## src/rtl/cache_pkg.sv

```systemverilog
// Shared sizing, FSM state type and address field helpers for the L1 data cache.
package cache_pkg;

    localparam int LINES    = 16;
    localparam int BLOCK_W  = 256;
    localparam int OFFSET_W = 5;
    localparam int IDX_W    = $clog2(LINES);
    localparam int TAG_W    = 32 - IDX_W - OFFSET_W;
    localparam int WORDS    = BLOCK_W / 32;
    localparam int WSEL_W   = $clog2(WORDS);

    typedef enum logic [1:0] {
        IDLE      = 2'd0,
        WRITEBACK = 2'd1,
        REFILL    = 2'd2
    } state_t;

    function automatic logic [TAG_W-1:0] addr_tag(input logic [31:0] a);
        return a[31:IDX_W+OFFSET_W];
    endfunction

    function automatic logic [IDX_W-1:0] addr_idx(input logic [31:0] a);
        return a[IDX_W+OFFSET_W-1:OFFSET_W];
    endfunction

    function automatic logic [WSEL_W-1:0] addr_word(input logic [31:0] a);
        return a[OFFSET_W-1:2];
    endfunction

endpackage

```

## src/rtl/dcache_sram.sv

```systemverilog
// Tag/valid/dirty and line storage: synchronous writes, asynchronous reads.
// Only valid and dirty bits are reset; tags and data keep whatever they held.
module dcache_sram
    import cache_pkg::*;
(
    input  logic               clk_i,
    input  logic               rst_i,
    input  logic [IDX_W-1:0]   idx_i,
    input  logic               line_we_i,
    input  logic [BLOCK_W-1:0] line_i,
    input  logic               word_we_i,
    input  logic [WSEL_W-1:0]  word_sel_i,
    input  logic [31:0]        word_i,
    input  logic               set_dirty_i,
    input  logic               tag_we_i,
    input  logic [TAG_W-1:0]   tag_i,
    output logic               valid_o,
    output logic               dirty_o,
    output logic [TAG_W-1:0]   tag_o,
    output logic [BLOCK_W-1:0] line_o
);

    logic [BLOCK_W-1:0] data_q [LINES];
    logic [TAG_W-1:0]   tag_q  [LINES];
    logic [LINES-1:0]   valid_q;
    logic [LINES-1:0]   dirty_q;

    // Line storage: a refill replaces the whole line, a store hit merges one word.
    always_ff @(posedge clk_i) begin
        if (line_we_i) begin
            data_q[idx_i] <= line_i;
        end else if (word_we_i) begin
            data_q[idx_i][32*word_sel_i +: 32] <= word_i;
        end
    end

    // Tag storage, written together with the refilled line.
    always_ff @(posedge clk_i) begin
        if (tag_we_i) begin
            tag_q[idx_i] <= tag_i;
        end
    end

    // Valid/dirty: a tag write installs a clean valid line; a store marks it dirty.
    always_ff @(posedge clk_i) begin
        if (rst_i) begin
            valid_q <= '0;
            dirty_q <= '0;
        end else if (tag_we_i) begin
            valid_q[idx_i] <= 1'b1;
            dirty_q[idx_i] <= 1'b0;
        end else if (set_dirty_i) begin
            dirty_q[idx_i] <= 1'b1;
        end
    end

    assign valid_o = valid_q[idx_i];
    assign dirty_o = dirty_q[idx_i];
    assign tag_o   = tag_q[idx_i];
    assign line_o  = data_q[idx_i];

endmodule

```

## src/rtl/dcache_ctrl.sv

```systemverilog
// MEM-stage direct-mapped write-back, write-allocate data cache controller.
// Memory handshake: mem_enable_o is a level request that stays high with
// mem_write_o/mem_addr_o/mem_data_o stable until memory returns a one-cycle
// mem_ack_i; mem_ack_i is only meaningful while a request is outstanding.
module dcache_ctrl
    import cache_pkg::*;
(
    input  logic               clk_i,
    input  logic               rst_i,
    input  logic               cpu_req_i,
    input  logic               cpu_write_i,
    input  logic [31:0]        cpu_addr_i,
    input  logic [31:0]        cpu_data_i,
    output logic [31:0]        cpu_data_o,
    output logic               cpu_stall_o,
    output logic               mem_enable_o,
    output logic               mem_write_o,
    output logic [31:0]        mem_addr_o,
    output logic [BLOCK_W-1:0] mem_data_o,
    input  logic [BLOCK_W-1:0] mem_data_i,
    input  logic               mem_ack_i,
    output state_t             dbg_state_o
);

    state_t             state_q, state_d;
    logic [TAG_W-1:0]   req_tag;
    logic [IDX_W-1:0]   req_idx;
    logic [WSEL_W-1:0]  req_word;
    logic               rd_valid, rd_dirty, hit;
    logic [TAG_W-1:0]   rd_tag;
    logic [BLOCK_W-1:0] rd_line;
    logic               line_we, tag_we, word_we;

    assign req_tag  = addr_tag(cpu_addr_i);
    assign req_idx  = addr_idx(cpu_addr_i);
    assign req_word = addr_word(cpu_addr_i);

    dcache_sram u_sram (
        .clk_i       (clk_i),
        .rst_i       (rst_i),
        .idx_i       (req_idx),
        .line_we_i   (line_we),
        .line_i      (mem_data_i),
        .word_we_i   (word_we),
        .word_sel_i  (req_word),
        .word_i      (cpu_data_i),
        .set_dirty_i (word_we),
        .tag_we_i    (tag_we),
        .tag_i       (req_tag),
        .valid_o     (rd_valid),
        .dirty_o     (rd_dirty),
        .tag_o       (rd_tag),
        .line_o      (rd_line)
    );

    assign hit         = cpu_req_i & rd_valid & (rd_tag == req_tag);
    assign cpu_stall_o = (cpu_req_i & ~hit) | (state_q != IDLE);
    assign dbg_state_o = state_q;

    // Load result: selected word on a read hit, zero otherwise.
    always_comb begin
        cpu_data_o = '0;
        if (hit && !cpu_write_i) begin
            cpu_data_o = rd_line[32*req_word +: 32];
        end
    end

    // FSM state register.
    always_ff @(posedge clk_i) begin
        if (rst_i) begin
            state_q <= IDLE;
        end else begin
            state_q <= state_d;
        end
    end

    // Next state and array write strobes; a reset cycle never updates a line.
    always_comb begin
        state_d = state_q;
        line_we = 1'b0;
        tag_we  = 1'b0;
        word_we = 1'b0;
        unique case (state_q)
            IDLE: begin
                word_we = hit & cpu_write_i & ~rst_i;
                if (cpu_req_i && !hit) begin
                    state_d = (rd_valid && rd_dirty) ? WRITEBACK : REFILL;
                end
            end
            WRITEBACK: begin
                if (mem_ack_i) state_d = REFILL;
            end
            REFILL: begin
                if (mem_ack_i) begin
                    state_d = IDLE;
                    line_we = ~rst_i;
                    tag_we  = ~rst_i;
                end
            end
            default: state_d = IDLE;
        endcase
    end

    // Memory request registers, decoded from the state being entered.
    always_ff @(posedge clk_i) begin
        if (rst_i) begin
            mem_enable_o <= 1'b0;
            mem_write_o  <= 1'b0;
            mem_addr_o   <= '0;
            mem_data_o   <= '0;
        end else begin
            mem_enable_o <= (state_d != IDLE);
            mem_write_o  <= (state_d == WRITEBACK);
            unique case (state_d)
                WRITEBACK: begin
                    mem_addr_o <= {rd_tag, req_idx, {OFFSET_W{1'b0}}};
                    mem_data_o <= rd_line;
                end
                REFILL: begin
                    mem_addr_o <= {req_tag, req_idx, {OFFSET_W{1'b0}}};
                    mem_data_o <= '0;
                end
                default: begin
                    mem_addr_o <= '0;
                    mem_data_o <= '0;
                end
            endcase
        end
    end

endmodule
```

## config.mk

```make
export PLATFORM = sky130hd
export DESIGN_NAME = dcache_ctrl
export DESIGN_NICKNAME = d
export VERILOG_FILES = /design/src/rtl/cache_pkg.sv /design/src/rtl/dcache_sram.sv /design/src/rtl/dcache_ctrl.sv
export SDC_FILE = /design/constraint.sdc
export NUM_CORES = 2
export LEC_CHECK = 0
export BUFFER_PORTS_ARGS = -buffer_cell sky130_fd_sc_hd__buf_2
export CAP_MARGIN = 20
export CORE_ASPECT_RATIO = 0.8
export CORE_MARGIN = 3
export CORE_UTILIZATION = 32
export DETAILED_ROUTE_END_ITERATION = 8
export PLACE_DENSITY = 0.56
export REMOVE_ABC_BUFFERS = 1
export SLEW_MARGIN = 10
export SYNTH_ARGS = -nofsm -noshare
export SYNTH_HDL_FRONTEND = slang
export SYNTH_MEMORY_MAX_BITS = 65536
export SYNTH_SLANG_ARGS = --single-unit
```

## constraint.sdc

```tcl
create_clock -name clk_i -period 12.2 [get_ports clk_i]
set_clock_uncertainty 0.2 [all_clocks]
set_input_delay 0 -clock clk_i [delete_from_list [all_inputs] [get_ports clk_i]]
set_output_delay 0 -clock clk_i [all_outputs]
set_load 0.02 [all_outputs]
```

* Word level (Yosys, flattened, before mapping)
Memories as Yosys holds them, arrays and structs flattened.
Cells that the tools add are included.
** Word-level totals
- Register bits :: 324
- Memory bits (writable) :: 4464
- Input bits :: 325
- Output and inout bits :: 325
- Logic and storage cells :: 579
- Memories kept :: 2
** Cells by class
- Add/subtract/negate cells :: 1
- Magnitude comparators :: 2
- Eq/ne operators :: 5
- Shifts and indexed selects :: 3
- Multiplexer cells :: 279
- Bitwise logic cells :: 269
- Reductions and logical operators :: 11
** Memory list
- u_sram.data_q :: depth 16, bits a word 256, read ports 1, clocked after memory_dff 0, wr ports 1, RTL line dcache_sram.sv:23 : logic [BLOCK_W-1:0] data_q [LINES];
- u_sram.tag_q :: depth 16, bits a word 23, read ports 1, clocked after memory_dff 0, wr ports 1, RTL line dcache_sram.sv:24 : logic [TAG_W-1:0] tag_q [LINES];
** Operators with widths (number)
- 1-bit 2-to-1 mux :: 266
- 1-bit bitwise OR :: 257
- 256-bit 2-to-1 mux :: 1
- 32-bit by 34-bit variable shift with 256-bit output, first input constant :: 1
- 256-bit by 9-bit variable part select with 32-bit output :: 1
- 32-bit by 34-bit variable part select with 256-bit output :: 1
- 32-bit one-hot mux with 2 select lines :: 1
- 8-bit negator with 34-bit output :: 1
- 16-bit 2-to-1 mux :: 2
- 32-bit 2-to-1 mux :: 1
- 16-bit bitwise OR :: 2
- 23-bit equality test :: 1
- 16-bit bitwise AND :: 1
- 16-bit NOT :: 1
- 1-bit binary-select mux with 4-bit select :: 2
- 2-bit 2-to-1 mux :: 4
- 2-bit one-hot mux with 3 select lines :: 1
- 2-bit nonzero test :: 3
- 1-bit bitwise AND :: 5
- 4-bit by 5-bit < comparator with 1-bit output, second input constant :: 1
- 1-bit demux with 4-bit select :: 1
- 2-bit by 1-bit equality test with 1-bit output, second input constant :: 2
- 2-bit equality test, second input constant :: 2
- 4-bit by 1-bit greater-or-equal comparator with 1-bit output, second input constant :: 1
- 5 further kinds :: 11

* Logic depth before layout (Yosys ltp)
- Depth in word-level cells :: 11
- Mapped depth :: 21
- Mapped depth without buffers :: 13

* Hierarchy
A second synthesis with hierarchy kept.
** Second synthesis, totals
- Cells, all modules :: 8459
- Area, all modules :: 183168.2 um^2
** By module, submodules not included
- dcache_sram :: times used 1, cells an instance 7601, area each 172569.3 um^2, sequential area each 134689.2 um^2
- dcache_ctrl :: times used 1, cells an instance 858, area each 10598.9 um^2, sequential area each 5745.5 um^2

* Least setup slack after synthesis
No wires, ideal clock.
- Path type :: in2reg
- From :: in cpu_addr_i[6]
- To :: mem u_sram.data_q[10][192], enable pin
- Setup time :: 0.432 ns
- Data arrival time :: 4.484 ns
- Required time :: 11.568 ns
- Slack :: 7.084 ns
- Stages :: 16
- Path buffers :: 8
- Path through :: buf_2 > buf_4 > buf_4 > clkbuf_1 > mux4_2 > mux2i_1 > nor3_1 > a21oi_1 > nand4_1 > nor4_2 > buf_4 > nand4_2 > buf_6 > buf_6 > buf_6 > a21oi_1
** On the way
- Cells in the longest elaborated chain, start to end :: 11
- Elaborated cells between the ends (all ways) :: 13
- Classes of those cells :: eq/ne: 1; mux: 6; bitwise: 5; memory: 1
** RTL lines
- from (decl) :: RTL line dcache_ctrl.sv:12 : input logic [31:0] cpu_addr_i,
- branches (longest 11 deep; another with memory 16 x 23 bit)
- to (decl) :: RTL line dcache_sram.sv:23
Several ways; the timed one is not identified. The select of a mux whose other input is x is not followed.

* Worst setup path after layout
- From :: in cpu_addr_i[6]
- To :: out cpu_data_o[8]
** On the way
- Cells in the longest elaborated chain, start to end :: 6
- Elaborated cells between the ends (all ways) :: 10
- Classes of those cells :: eq/ne: 1; shift: 1; mux: 3; bitwise: 2; reduce/logical: 1; memory: 2
** RTL lines
- branches (longest 5 deep; another with memory 16 x 256 bit)
- 32-bit 2-to-1 mux * :: RTL line dcache_ctrl.sv:63 : if (hit && !cpu_write_i) begin
- to (decl) :: RTL line dcache_ctrl.sv:14 : output logic [31:0] cpu_data_o,
Mark *: on every way between the ends. The select of a mux whose other input is x is not followed.

==> summary.md <==
| Metric | Value |
|---|---|
| Routed WL | `618 mm` |
| Count leader, synth | `edfxtp_1` |
| Largest net degree at the start of global routing | `139` |
| Vias in the first global route | `92256` |
| Die X | `854 um` |
| Number of port buffers | `642` |
| CP Capture Type | `output pin` |
| Internal cell power | `27100 uW` |
| GRT overflow | `0` |
| # Post-CTS Setup Buffers | `0` |
| Wire length per cell | `34.9 um` |
| Clock Power Share | `42.0%` |
| CP Class | `in2out` |
| Crit start category | `input port` |
| ANT nets after route | `0` |
| Layout Cells excl Fill | `17726` |
| Die footprint | `0.585 mm^2` |
| WP data arrival | `7.59 ns` |
| Total global-route track usage | `20.6%` |
| Part of the power in combinational logic | `6.4%` |
| Maxcap violations | `0` |
| Clk_lat worst skew | `1.09 ns` |
| Row Count | `248` |
| Rel. slew slack | `19.2%` |
| Peak supply drop | `0.121 mV` |
| RSZ-0062 raised after global routing | `no` |
| Ports | `650` |
| Routed vias/inst | `5.28` |
| # placed instances | `16086` |
| Share of the synthesized area in the top cell type | `72.8%` |
| Clock Tree Buf Depth | `4` |
| Hold Path Cell Cnt | `3` |
| Ys Warns | `0` |
| Minimum clock period after layout | `7.79 ns` |
| FF+latch count, synth | `4783` |
| H-tree depth | `5` |
| Synthesized area per cell | `23.0 um^2` |
| Die Height | `684 um` |
| Initial antenna violation count | `174` |
| R2r worst-path depth | `10` |
| Ys async rst share | `0%` |
| WP buf/inv | `8` |
| Worst hold slack | `0.0308 ns` |
| Post-synthesis cell type count | `72` |
| Core Area | `0.572 mm^2` |
| Number of flops mapped to enable cells by yosys | `4464` |
| Layout Nets | `9866` |
| Total power draw | `34900 uW` |
| Final setup fails | `0` |
| Final Util | `38.6%` |
| NetSw | `7820 uW` |
| Final TNS setup | `0 ns` |
| Most used cell, CP | `buf_4` |
| CTS tree | `done` |
| Initial drt markers | `10744` |
| Outcome | `finished clean` |
| Pleak | `0.0700 uW` |
| Ys flop type | `edfxtp_1` |
| Filler instances | `50676` |
| Vias | `93668` |
| Top post-synthesis cells by area | `edfxtp_1, mux4_2, dfxtp_1` |
| Area growth syn-to-layout | `19.9%` |
| Power Density | `158 mW/mm^2` |
| CP cell instances | `dlygate4sd3_1 > buf_8 > buf_4 > buf_4 > buf_4 > buf_4 > buf_4 > mux4_2 > mux4_2 > mux4_2 > nor2_1 > a2111oi_1 > buf_2` |
| HP Class | `in2reg` |
| Post-Syn Area | `0.184 mm^2` |
| Flop pwr share | `51.6%` |
| Period utilization | `63.8%` |
| Post-DP HPWL | `385 mm` |
| CP Max Fanout | `69` |
| Number of stages on the worst setup path | `13` |
| Critical path's slowest cell | `a2111oi_1` |
| Worst endpoint required time | `12.00 ns` |
| Drt first pass iters | `5` |
| DR DRC count | `0` |
| Net Sw Frac | `22.4%` |
| Ratio of cells with drive above 1 in the final layout | `35.0%` |
| Initial core utilization | `32.2%` |
| Slew at the pin closest to its max-slew limit | `1.21 ns` |
| FMAX | `128 MHz` |
| Count of final hold-check violations | `0` |
| Global placer's final weighted congestion | `0.812` |
| First-pass GRT wire length | `823 mm` |
| Top delay family on crit path | `buffers and inverters` |
| Worst stage delay on the critical path | `0.95 ns` |
| Synth cell count leaders | `edfxtp_1, mux4_2, and2_1, dfxtp_1, clkbuf_1` |
| CTS Buf Count | `466` |
| Clock sink count | `4783` |
| Root Buffer | `clkbuf_16` |
| Clock transition at path regs | `0.06 ns` |
| Yosys top cell by area | `edfxtp_1` |
| Final slew viol count | `0` |
| Sequential cell area fraction in the yosys report | `76.3%` |
| Syn Inst Count | `7997` |
[sequential cells by signal (all words and copies together), names as in the netlist, named ones only]
name,cells
dbg_state_o,2
mem_addr_o,27
mem_data_o,256
mem_enable_o,1
mem_write_o,1
u_sram.data_q,4096
u_sram.tag_q,368
u_sram.valid_q,16
[layout by cell type (no fill, tap or decap), drive strengths merged, types with 18 or more instances in the layout]
master	Yosys	routed
clkinv	0	199
a22oi	23	23
dfxtp	319	319
nor3	27	27
dlygate4sd3	0	602
nand2	121	121
clkbuf	266	598
diode	0	159
o22ai	20	20
inv	9	25
mux2i	42	42
buf	201	933
nand3	18	18
a21oi	168	168
mux4	1426	1426
nor2	115	115
bufinv	0	49
and2	325	325
mux2	284	284
nor2b	26	26
edfxtp	4464	4464
[worst register-to-register path, delay by kind of cell (launching register included)]
family,cells,cell delay [ns]
compound gates,2,1.20
buf+inv,2,1.29
flops,1,0.37
mux,2,0.93
simple gates,4,1.85
[cell families (layout without fill, tap and decap cells)]
logic type,after synthesis,count (layout),synth area share (%)
other cells,1,164,0.00204
compound gates,284,284,0.936
mux,1752,1752,19.4
buf+inv,477,2418,1.21
simple gates,673,673,1.99
xor+xnor,22,22,0.109
flops,4783,4783,76.3
fa+ha+maj,5,5,0.0340
[repair_timing]
action,CTS,global route
hold buffers,603,0
gates resized for setup,0,0
hold endpoints to repair,4572,0
[metrics by stage]
stage,setup WS [ns],area [um^2]
after floorplan,2.81,182000
after global routing,4.37,220000
after CTS,4.49,220000
after global placement,5.03,199000
final,4.41,221000
after detailed placement,4.91,199000
[power groups by stage]
stage	combinational, uW	clock, uW	sequential (uW)
after floorplan	843	0	18300
after global placement	2070	0	18300
after detailed placement	2110	0	18300
after CTS	2270	14900	18000
after global routing	2340	15600	18000
final	2250	14600	18000
[path summary, 6_finish.rpt]
path	start	to	slack, ns
min reg2reg	u_sram.valid_q[6]	u_sram.valid_q[6]	0.27
max	cpu_addr_i[6]	cpu_data_o[8]	4.41
min	cpu_data_i[10]	u_sram.data_q[12][10]	0.03
max reg2reg	u_sram.tag_q[4][1]	u_sram.data_q[6][8]	5.97
[layout make-up]
cell class                 count  area, um^2  share of cell area [%]
timing repair buffer        1535       11700                    5.30
antenna                      159         398                   0.180
inverter                       9        38.8                  0.0176
tap                         7625        9540                    4.32
clock inverter               276        3040                    1.38
clock buffer                 598       12500                    5.65
sequential                  4783      140000                    63.6
multi-input combinational   2741       43100                    19.5
[metal layers]
| layer | vias to the layer above | part of all wire, % | track usage, % |
|---|---|---|---|
| li1 | 37096 | - | - |
| met1 | 50820 | 39 | 27.3 |
| met2 | 4887 | 47 | 32.7 |
| met3 | 841 | 9.1 | 4.88 |
| met4 | 24 | 4.3 | 8.61 |
| met5 | - | 0.025 | 0 |
(Power assumes the default switching activity.)
